<file path="src/rtl/lsu_pkg.sv">
// Shared types and lane helpers for the load/store unit.
// Lane math assumes a 32-bit data path.
package lsu_pkg;

    typedef enum logic [1:0] {
        S_IDLE,
        S_ISSUE,
        S_WAIT,
        S_RESP
    } state_e;

    localparam logic [2:0] F3_B  = 3'b000;
    localparam logic [2:0] F3_H  = 3'b001;
    localparam logic [2:0] F3_W  = 3'b010;
    localparam logic [2:0] F3_BU = 3'b100;
    localparam logic [2:0] F3_HU = 3'b101;

    function automatic logic [3:0] be_of(
        input logic [2:0] f3,
        input logic [1:0] off
    );
        case (f3[1:0])
            2'b00:   be_of = 4'b0001 << off;
            2'b01:   be_of = 4'b0011 << off;
            default: be_of = 4'b1111;
        endcase
    endfunction

    function automatic logic [31:0] shift_wdata(
        input logic [2:0]  f3,
        input logic [1:0]  off,
        input logic [31:0] wd
    );
        logic [31:0] m;
        case (f3[1:0])
            2'b00:   m = {24'b0, wd[7:0]};
            2'b01:   m = {16'b0, wd[15:0]};
            default: m = wd;
        endcase
        shift_wdata = m << {off, 3'b000};
    endfunction

    function automatic logic [31:0] extend(
        input logic [2:0]  f3,
        input logic [1:0]  off,
        input logic [31:0] rd
    );
        logic [31:0] l;
        l = rd >> {off, 3'b000};
        case (f3)
            F3_B:    extend = {{24{l[7]}}, l[7:0]};
            F3_H:    extend = {{16{l[15]}}, l[15:0]};
            F3_BU:   extend = {24'b0, l[7:0]};
            F3_HU:   extend = {16'b0, l[15:0]};
            default: extend = l;
        endcase
    endfunction

    function automatic logic is_legal(
        input logic       store,
        input logic [2:0] f3
    );
        if (store)
            is_legal = (f3 == F3_B) || (f3 == F3_H) || (f3 == F3_W);
        else
            is_legal = (f3 == F3_B) || (f3 == F3_H) || (f3 == F3_W) ||
                       (f3 == F3_BU) || (f3 == F3_HU);
    endfunction

endpackage

</file>
<file path="src/rtl/lsu_align.sv">
// Combinational lane logic: byte enables, store shift,
// load extract/extend and access legality.
module lsu_align
    import lsu_pkg::*;
(
    input  logic        store_i,
    input  logic [2:0]  funct3_i,
    input  logic [1:0]  off_i,
    input  logic [31:0] wdata_i,
    input  logic [31:0] rdata_i,
    output logic [3:0]  be_o,
    output logic [31:0] wdata_o,
    output logic [31:0] rdata_o,
    output logic        err_o
);

    logic misaligned;

    // Half needs even offset, word needs offset zero.
    always_comb begin
        misaligned = 1'b0;
        case (funct3_i[1:0])
            2'b01:   misaligned = off_i[0];
            2'b10:   misaligned = (off_i != 2'b00);
            default: misaligned = 1'b0;
        endcase
    end

    assign be_o    = be_of(funct3_i, off_i);
    assign wdata_o = shift_wdata(funct3_i, off_i, wdata_i);
    assign rdata_o = extend(funct3_i, off_i, rdata_i);
    assign err_o   = misaligned | ~is_legal(store_i, funct3_i);

endmodule

</file>
<file path="src/rtl/lsu.sv">
// Load/store unit: one outstanding access to a variable-latency
// memory with misalignment, illegal-op and timeout reporting.
module lsu
    import lsu_pkg::*;
#(
    parameter int DATA_WIDTH    = 32,
    parameter int ADDRESS_WIDTH = 5,
    parameter int TIMEOUT       = 15
) (
    input  logic                     clk,
    input  logic                     rst,
    input  logic                     req_valid,
    output logic                     req_ready,
    input  logic                     req_store,
    input  logic [2:0]               req_funct3,
    input  logic [DATA_WIDTH-1:0]    req_addr,
    input  logic [DATA_WIDTH-1:0]    req_wdata,
    input  logic [ADDRESS_WIDTH-1:0] req_rd,
    output logic                     mem_req,
    output logic                     mem_we,
    output logic [DATA_WIDTH-1:0]    mem_addr,
    output logic [3:0]               mem_be,
    output logic [DATA_WIDTH-1:0]    mem_wdata,
    input  logic                     mem_rvalid,
    input  logic [DATA_WIDTH-1:0]    mem_rdata,
    output logic                     resp_valid,
    input  logic                     resp_ready,
    output logic [DATA_WIDTH-1:0]    resp_data,
    output logic [ADDRESS_WIDTH-1:0] resp_rd,
    output logic                     resp_we,
    output logic                     resp_err
);

    localparam int CW = $clog2(TIMEOUT + 1);

    state_e                   state_q, state_d;
    logic [CW-1:0]            cnt_q, cnt_d;
    logic                     store_q, store_d;
    logic [2:0]               f3_q, f3_d;
    logic [1:0]               off_q, off_d;
    logic [ADDRESS_WIDTH-1:0] rd_q, rd_d;

    logic                     mreq_q, mreq_d;
    logic                     mwe_q, mwe_d;
    logic [DATA_WIDTH-1:0]    maddr_q, maddr_d;
    logic [3:0]               mbe_q, mbe_d;
    logic [DATA_WIDTH-1:0]    mwd_q, mwd_d;

    logic                     rv_q, rv_d;
    logic [DATA_WIDTH-1:0]    rdat_q, rdat_d;
    logic [ADDRESS_WIDTH-1:0] rrd_q, rrd_d;
    logic                     rwe_q, rwe_d;
    logic                     rerr_q, rerr_d;

    logic                     idle;
    logic                     a_store;
    logic [2:0]               a_f3;
    logic [1:0]               a_off;
    logic [3:0]               a_be;
    logic [31:0]              a_wd;
    logic [31:0]              a_rd;
    logic                     a_err;

    assign idle = (state_q == S_IDLE);

    // Live request fields while idle, captured fields afterwards.
    assign a_store = idle ? req_store     : store_q;
    assign a_f3    = idle ? req_funct3    : f3_q;
    assign a_off   = idle ? req_addr[1:0] : off_q;

    lsu_align u_align (
        .store_i  (a_store),
        .funct3_i (a_f3),
        .off_i    (a_off),
        .wdata_i  (req_wdata),
        .rdata_i  (mem_rdata),
        .be_o     (a_be),
        .wdata_o  (a_wd),
        .rdata_o  (a_rd),
        .err_o    (a_err)
    );

    // Next-state and registered-output logic for the access FSM.
    always_comb begin
        state_d = state_q;
        cnt_d   = '0;
        store_d = store_q;
        f3_d    = f3_q;
        off_d   = off_q;
        rd_d    = rd_q;
        mreq_d  = mreq_q;
        mwe_d   = mwe_q;
        maddr_d = maddr_q;
        mbe_d   = mbe_q;
        mwd_d   = mwd_q;
        rv_d    = rv_q;
        rdat_d  = rdat_q;
        rrd_d   = rrd_q;
        rwe_d   = rwe_q;
        rerr_d  = rerr_q;
        case (state_q)
            S_IDLE: begin
                if (req_valid) begin
                    store_d = req_store;
                    f3_d    = req_funct3;
                    off_d   = req_addr[1:0];
                    rd_d    = req_rd;
                    if (a_err) begin
                        state_d = S_RESP;
                        rv_d    = 1'b1;
                        rerr_d  = 1'b1;
                        rwe_d   = 1'b0;
                        rdat_d  = '0;
                        rrd_d   = req_store ? '0 : req_rd;
                    end else begin
                        state_d = S_ISSUE;
                        mreq_d  = 1'b1;
                        mwe_d   = req_store;
                        maddr_d = {req_addr[DATA_WIDTH-1:2], 2'b00};
                        mbe_d   = a_be;
                        mwd_d   = req_store ? a_wd : '0;
                    end
                end
            end
            S_ISSUE: begin
                state_d = S_WAIT;
                mreq_d  = 1'b0;
                mwe_d   = 1'b0;
                maddr_d = '0;
                mbe_d   = '0;
                mwd_d   = '0;
            end
            S_WAIT: begin
                if (mem_rvalid) begin
                    state_d = S_RESP;
                    rv_d    = 1'b1;
                    rerr_d  = 1'b0;
                    rwe_d   = ~store_q;
                    rdat_d  = store_q ? '0 : a_rd;
                    rrd_d   = store_q ? '0 : rd_q;
                end else if (cnt_q == CW'(TIMEOUT)) begin
                    state_d = S_RESP;
                    rv_d    = 1'b1;
                    rerr_d  = 1'b1;
                    rwe_d   = 1'b0;
                    rdat_d  = '0;
                    rrd_d   = store_q ? '0 : rd_q;
                end else begin
                    cnt_d = cnt_q + CW'(1);
                end
            end
            S_RESP: begin
                if (resp_ready) begin
                    state_d = S_IDLE;
                    rv_d    = 1'b0;
                    rdat_d  = '0;
                    rrd_d   = '0;
                    rwe_d   = 1'b0;
                    rerr_d  = 1'b0;
                end
            end
            default: state_d = S_IDLE;
        endcase
    end

    // State and output registers; reset aborts any access.
    always_ff @(posedge clk or posedge rst) begin
        if (rst) begin
            state_q <= S_IDLE;
            cnt_q   <= '0;
            store_q <= 1'b0;
            f3_q    <= '0;
            off_q   <= '0;
            rd_q    <= '0;
            mreq_q  <= 1'b0;
            mwe_q   <= 1'b0;
            maddr_q <= '0;
            mbe_q   <= '0;
            mwd_q   <= '0;
            rv_q    <= 1'b0;
            rdat_q  <= '0;
            rrd_q   <= '0;
            rwe_q   <= 1'b0;
            rerr_q  <= 1'b0;
        end else begin
            state_q <= state_d;
            cnt_q   <= cnt_d;
            store_q <= store_d;
            f3_q    <= f3_d;
            off_q   <= off_d;
            rd_q    <= rd_d;
            mreq_q  <= mreq_d;
            mwe_q   <= mwe_d;
            maddr_q <= maddr_d;
            mbe_q   <= mbe_d;
            mwd_q   <= mwd_d;
            rv_q    <= rv_d;
            rdat_q  <= rdat_d;
            rrd_q   <= rrd_d;
            rwe_q   <= rwe_d;
            rerr_q  <= rerr_d;
        end
    end

    assign req_ready  = idle;
    assign mem_req    = mreq_q;
    assign mem_we     = mwe_q;
    assign mem_addr   = maddr_q;
    assign mem_be     = mbe_q;
    assign mem_wdata  = mwd_q;
    assign resp_valid = rv_q;
    assign resp_data  = rdat_q;
    assign resp_rd    = rrd_q;
    assign resp_we    = rwe_q;
    assign resp_err   = rerr_q;

endmodule

</file>
<file path="config.mk">
export PLATFORM = sky130hd
export DESIGN_NAME = lsu
export DESIGN_NICKNAME = d
export VERILOG_FILES = /design/src/rtl/lsu_pkg.sv /design/src/rtl/lsu_align.sv /design/src/rtl/lsu.sv
export SDC_FILE = /design/constraint.sdc
export NUM_CORES = 1
export LEC_CHECK = 0
export ABC_AREA = 1
export BUFFER_PORTS_ARGS = -buffer_cell sky130_fd_sc_hd__buf_2
export CAP_MARGIN = 20
export CORE_UTILIZATION = 35
export CTS_CLUSTER_SIZE = 12
export DETAILED_ROUTE_END_ITERATION = 8
export PLACE_DENSITY = 0.67
export SYNTH_ARGS = -nofsm -noshare
export SYNTH_HDL_FRONTEND = slang
export SYNTH_SLANG_ARGS = --single-unit
</file>
<file path="constraint.sdc">
create_clock -name clk -period 4.8 [get_ports clk]
set_input_delay 0.24 -clock clk [delete_from_list [all_inputs] [get_ports clk]]
set_output_delay 0.24 -clock clk [all_outputs]
set_load 0.01 [all_outputs]
</file>
==> flow_summary.toml, run 1 <==
[status]
status = "complete, but fails checks"
violations = "negative hold slack"

[synthesis]
synth_top_area_cell = "dfrtp_1"
yosysWarningCount = 0
netlist_top_cells_area = "dfrtp_1, nand2_1, nand3_1"
seq_area_frac_synth = 0.467
ys_types = 31
synth_cells = 889
netlist_area_sq_mm = 0.00670
synth.top_cell.area_share = 0.467
postSynthAreaPerCell_sq_um = 7.53
synth_seq_cells = 125

[floorplanning]
fp-row-count = 50
io_pins = 221
die_area_sq_mm = 0.0197
die_w_um = 140
fp.dieH_um = 140
initial_core_util = 0.358
fp.coreArea_sq_mm = 0.0187

[clock_tree]
cts_tree = "built"
cts_max_level = 4
ctsHoldBuffers = 0
post_cts_resize_count = 0
clock_sinks = 125
clock_latency_ns = 0.42
post_cts_buffers = 0
cts.path.max_buffers = 2
clk_pin_slew_worst_paths_ns = 0.06
root_buffer = "clkbuf_16"
numCtsBuffers = 17

[setup_path]
end_kind = "flop"
path_class = "flop to flop"
r2r-start = "state_q[0]"
cp_max_fo = 43
cp-startpoint = "state_q[0]"
required_ns = 5.11
critPathArrivalTime_ns = 4.29
crit_path_start_kind = "flop"

[routing]
drt_wl_total_um = 21100
vias_per_cell = 5.03
drcViolationCount = 0
post_drt_wl_per_cell_um = 15.9
drt_iter0_drc = 523
ant_nets = 0
vias = 6686
firstDrtPassIters = 5

[timing]
worstMarginPinSlew_ns = 0.992
post-route-period-util = 0.830
drv_slew = 0
finalSetupViolCount = 0
hold_ws_ns = -0.0176
finalSetupTns_ns = 0
fin_worst_skew_ns = 0.0109
period_minus_slack_ns = 3.98
fmax_ghz = 0.251
setup_slack_ns = 0.817
hold_viol = 6
rsz0062_at_grt = "false"
relSlewSlack = 0.335

[finish]
fill_cells = 1914
area_growth_pct = 25.8
design_area_sq_mm = 0.00843
postLayoutCoreUtil = 0.451
most-common-layout-cells = "nand2_1, buf_2, nand3_1, dfrtp_1, o21ai_0"
final_common_cell = "nand2_1"
multiInputGateArea_sq_mm = 0.00303
layout.nets = 1197
layout-drive-gt1-share = 0.264
stdcell_count = 1328
register_area_sq_mm = 0.00313

[grt]
grt_use_total = 0.219
grt_pass1_wl_um = 33600
grt_max_degree = 69
grt_pass1_vias = 6295
grt_overflow = 0
antenna_found_initial = 2

[placed_design]
pre_cts_slack_ns = 0.848
placed_cell_area_sq_mm = 0.00785
dp.cells = 1294
gp_congestion = 0.922
io_buffers = 218
place_hpwl_um = 15100

[power_and_ir_drop]
power_mw = 6.50
power.ir.vdd_worst_mv = 0.349
power_leakage_nw = 4.73
power.density_mw_per_mm2 = 772

[flow_run]
drv_cap = 0

[hold_path]
hp-class = "primary input to async pin"
worst max-delay path, cell delays in order (launching register included):
cell,delay (ns)
dfrtp_1,0.40
inv_1,0.11
ha_1,0.48
inv_2,0.15
nand2_1,0.11
nand2_1,0.27
inv_1,0.25
ha_1,0.30
nor2_1,0.08
buf_4,0.18
a21oi_1,0.27
nand2_2,0.26
nand2_2,0.11
buf_4,0.38
inv_2,0.28
nand3b_1,0.16
nand2_1,0.06
where the power goes:
part	total [mW]	leakage [nW]	switching, mW	internal [mW]
logic	3.55	2.81	2.43	1.12
registers	1.70	1.65	0.222	1.48
clock network	1.26	0.275	0.501	0.755
total	6.50	4.73	3.15	3.35
layer usage:
layer  share of wire  wire length [um]  global-route usage
met5               0                 0                   0
met4           0.035               748              0.0954
met3           0.068              1440              0.0424
met2            0.43              9120               0.324
met1            0.46              9780               0.309
cells by family after synthesis:
logic type | Yosys count | synth area share
AO/OA/AOI/OAI | 102 | 0.0807
XOR/XNOR | 1 | 0.00131
adder cells (fa/ha/maj) | 8 | 0.0149
buffers and inverters | 112 | 0.0813
flip-flops | 125 | 0.467
multiplexers | 1 | 0.00168
other | 1 | 0.000560
AND/OR/NAND/NOR | 539 | 0.353
worst paths after layout:
path,slack [ns],cells after the start,endpoint
setup / recovery,0.82,16,resp_data[7]
hold / removal,-0.02,2,cnt_q[2]
min in group clk,0.04,3,mem_addr[3]
setup reg to reg,0.82,16,resp_data[7]
max in group asynchronous,3.86,3,mem_addr[5]
hold reg to reg,0.47,2,mem_be[0]
synthesized netlist by cell type (all sizes together):
master,n
xor2,1
inv,51
ha,8
dfrtp,125
nor2,49
clkbuf,18
nand4,16
nand2,311
a21oi,13
o31ai,7
buf,42
o2111ai,1
nand3,138
mux2,1
a31oi,1
or2,9
conb,1
o22ai,6
o21ai,74
clkinv,1
nand3b,16
flip-flops by register name, indices dropped and copies added (netlist names), 3 cells and up:
register and flops:
mem_addr 30, mem_wdata 32, resp_rd 5, f3_q 3
rd_q 5, cnt_q 4, resp_data 32, mem_be 4
cell type report:
| cell class | instances | share of cell area |
|---|---|---|
| Sequential cell | 125 | 0.371 |
| Multi-Input combinational cell | 653 | 0.360 |
| Timing Repair Buffer | 230 | 0.142 |
| Clock buffer | 20 | 0.0554 |
| Tap cell | 234 | 0.0347 |
| Inverter | 52 | 0.0235 |
| Clock inverter | 12 | 0.0131 |
| Antenna cell | 2 | 0.000594 |
Power figures use the tool's default switching activity.
==> run 2: changes to the inputs <==
--- a/config.mk
+++ b/config.mk
@@ -11,7 +11,7 @@
 export CORE_UTILIZATION = 35
 export CTS_CLUSTER_SIZE = 12
 export DETAILED_ROUTE_END_ITERATION = 8
-export PLACE_DENSITY = 0.67
+export PLACE_DENSITY = 0.69
 export SYNTH_ARGS = -nofsm -noshare
 export SYNTH_HDL_FRONTEND = slang
 export SYNTH_SLANG_ARGS = --single-unit
==> constraint.sdc (replaced) <==
create_clock -name clk -period 3.6 [get_ports clk]
set_input_delay 0.18 -clock clk [delete_from_list [all_inputs] [get_ports clk]]
set_output_delay 0.18 -clock clk [all_outputs]
set_load 0.01 [all_outputs]
==> run 2 against run 1 <==
The run now ends clean. Critical path type unchanged. Clock skew down 0.0019 ns. Non-clock buffer count up 35. Design area up 4.2%. Largest power group unchanged. Count of clock-buffer cells in the layout unchanged. Critical endpoint unchanged.
==> flow_summary.toml, run 2 (same netlist as run 1, synthesis figures left out) <==
[grt]
grtUsageMet2 = 0.328
grt.busiest_layer = "met2"
grt_use_met3 = 0.0465
gr-usage-met1 = 0.303
grt_overflow = 0
grt_max_degree = 72
antenna_found_initial = 2
grt_pass1_wl_um = 34000
grt_use_total = 0.220
grt_pass1_vias = 6537

[routing]
drcViolationCount = 0
vias_per_cell = 4.97
drt_wl_total_um = 21300
firstDrtPassIters = 5
post_drt_wl_per_cell_um = 15.6
ant_nets = 0
drt_iter0_drc = 689
vias = 6779

[setup_path]
timing.rr.end = "resp_data[7]"
crit_top_cell = "nand2_1"
max_stage_delay_ns = 0.44
rrSetupSlack_ns = 0.42
critPathArrivalTime_ns = 3.49
path_delay_family = "simple AND/OR/NAND/NOR gates"
cpMaxStageDelayCell = "nand2_2"
r2r-start = "state_q[0]"
path_buf_inv = 4
crit_path_cell_trace = "inv_1 > ha_1 > inv_2 > nand2_1 > nand2_1 > inv_1 > ha_1 > nor2_1 > a21oi_1 > nand2_2 > nand2_2 > inv_2 > nand3b_1 > nand2_1"
cp_max_fo = 24
end_kind = "flop"
cp-startpoint = "state_q[0]"
path_class = "flop to flop"
crit_path_end = "resp_data[7]"
crit_path_start_kind = "flop"
cp.depth = 14
required_ns = 3.91
reg2regPathDepth = 14

[finish]
layout.nets = 1232
design_area_sq_mm = 0.00878
area_growth_pct = 31.1
most-common-layout-cells = "nand2_1, buf_2, nand3_1, dfrtp_1, o21ai_0"
layout-drive-gt1-share = 0.259
stdcell_count = 1363
final_common_cell = "nand2_1"
fill_cells = 1819
multiInputGateArea_sq_mm = 0.00303
register_area_sq_mm = 0.00313
postLayoutCoreUtil = 0.469

[floorplanning]
initial_core_util = 0.358
die_w_um = 140
die_area_sq_mm = 0.0197
fp.dieH_um = 140
io_pins = 221
fp-row-count = 50
fp.coreArea_sq_mm = 0.0187

[clock_tree]
ctsHoldBuffers = 31
clk_pin_slew_worst_paths_ns = 0.06
clock_sinks = 125
cts_max_level = 4
cts.path.max_buffers = 2
post_cts_resize_count = 0
clock_latency_ns = 0.42
cts_tree = "built"
root_buffer = "clkbuf_16"
numCtsBuffers = 17
post_cts_buffers = 0

[power_and_ir_drop]
power_frac_seq = 0.259
p_sw_frac = 0.484
power_leakage_nw = 4.88
power.density_mw_per_mm2 = 999
power_mw = 8.78
comb_power_share = 0.551
internal-power_mw = 4.53
p_clk_frac = 0.190
switchingPower_mw = 4.25
power.ir.vdd_worst_mv = 0.382

[placed_design]
io_buffers = 218
placed_cell_area_sq_mm = 0.00789
place_hpwl_um = 15100
gp_congestion = 0.963
dp.cells = 1298

[timing]
relSlewSlack = 0.407
post-route-period-util = 0.882
fin_worst_skew_ns = 0.00905
rsz0062_at_grt = "false"
worstMarginPinSlew_ns = 0.890
finalSetupViolCount = 0
period_minus_slack_ns = 3.18
finalSetupTns_ns = 0
fmax_ghz = 0.315
hold_viol = 0
drv_slew = 0

[flow_run]
drv_cap = 0

[hold_path]
hp-class = "primary input to flop"
hp-start = "mem_rvalid"

[status]
status = "completed"
## run 2: cell count changes in the layout (fill, tap and decap cells not counted)
cell / change
dlygate4sd3_1: +31
buf_4: +3
buf_12: +1
clkinv_2: -1
clkinv_4: +1
clkinvlp_4: +1
inv_6: -1
## run 2: worst min path at each step
stage	to	slack [ns]	depth (start not counted)
2_1_floorplan	mem_addr[10]	0.32	2
4_1_cts	cnt_q[1]	0.02	4
3_5_place_dp	mem_addr[7]	0.41	3
6_report	cnt_q[1]	0.02	4
3_3_place_gp	mem_addr[4]	0.41	3
5_1_grt	cnt_q[1]	0.03	4
## run 2: worst register-to-register path: stages, from the launching register on
cell and delay (ns):
dfrtp_1 0.40, inv_1 0.12, ha_1 0.28, inv_2 0.10, nand2_1 0.09, nand2_1 0.09, inv_1 0.14, ha_1 0.29
nor2_1 0.10, a21oi_1 0.26, nand2_2 0.25, nand2_2 0.44, inv_2 0.31, nand3b_1 0.17, nand2_1 0.06
## run 2: routing by layer
| metal | up-vias | part of all wire |
|---|---|---|
| li1 | 3351 | - |
| met1 | 3104 | 0.46 |
| met2 | 273 | 0.44 |
| met3 | 49 | 0.064 |
| met4 | 2 | 0.035 |
| met5 | - | 0.00047 |
## run 2: layout make-up
type,instances,share of cell area
clock inverter,12,0.0128
antenna,2,0.000570
multi-input combinational,653,0.345
tap,234,0.0333
timing repair buffer,265,0.176
sequential,125,0.356
inverter,52,0.0225
clock buffer,20,0.0531
## run 2: per-stage QoR
stage	setup WS, ns	hold slack, ns
5_1_grt	0.119	0.0314
2_1_floorplan	0.0924	0.321
3_5_place_dp	0.500	0.411
3_3_place_gp	0.579	0.405
6_report	0.424	0.0196
4_1_cts	0.477	0.0169
## run 2: power by group through the flow
stage | clock, mW | sequential (mW) | combinational, mW
6_report | 1.67 | 2.27 | 4.84
5_1_grt | 1.76 | 2.34 | 5.41
4_1_cts | 1.70 | 2.27 | 4.82
3_5_place_dp | 0 | 2.28 | 4.78
3_3_place_gp | 0 | 2.28 | 4.70
2_1_floorplan | 0 | 2.49 | 3.23
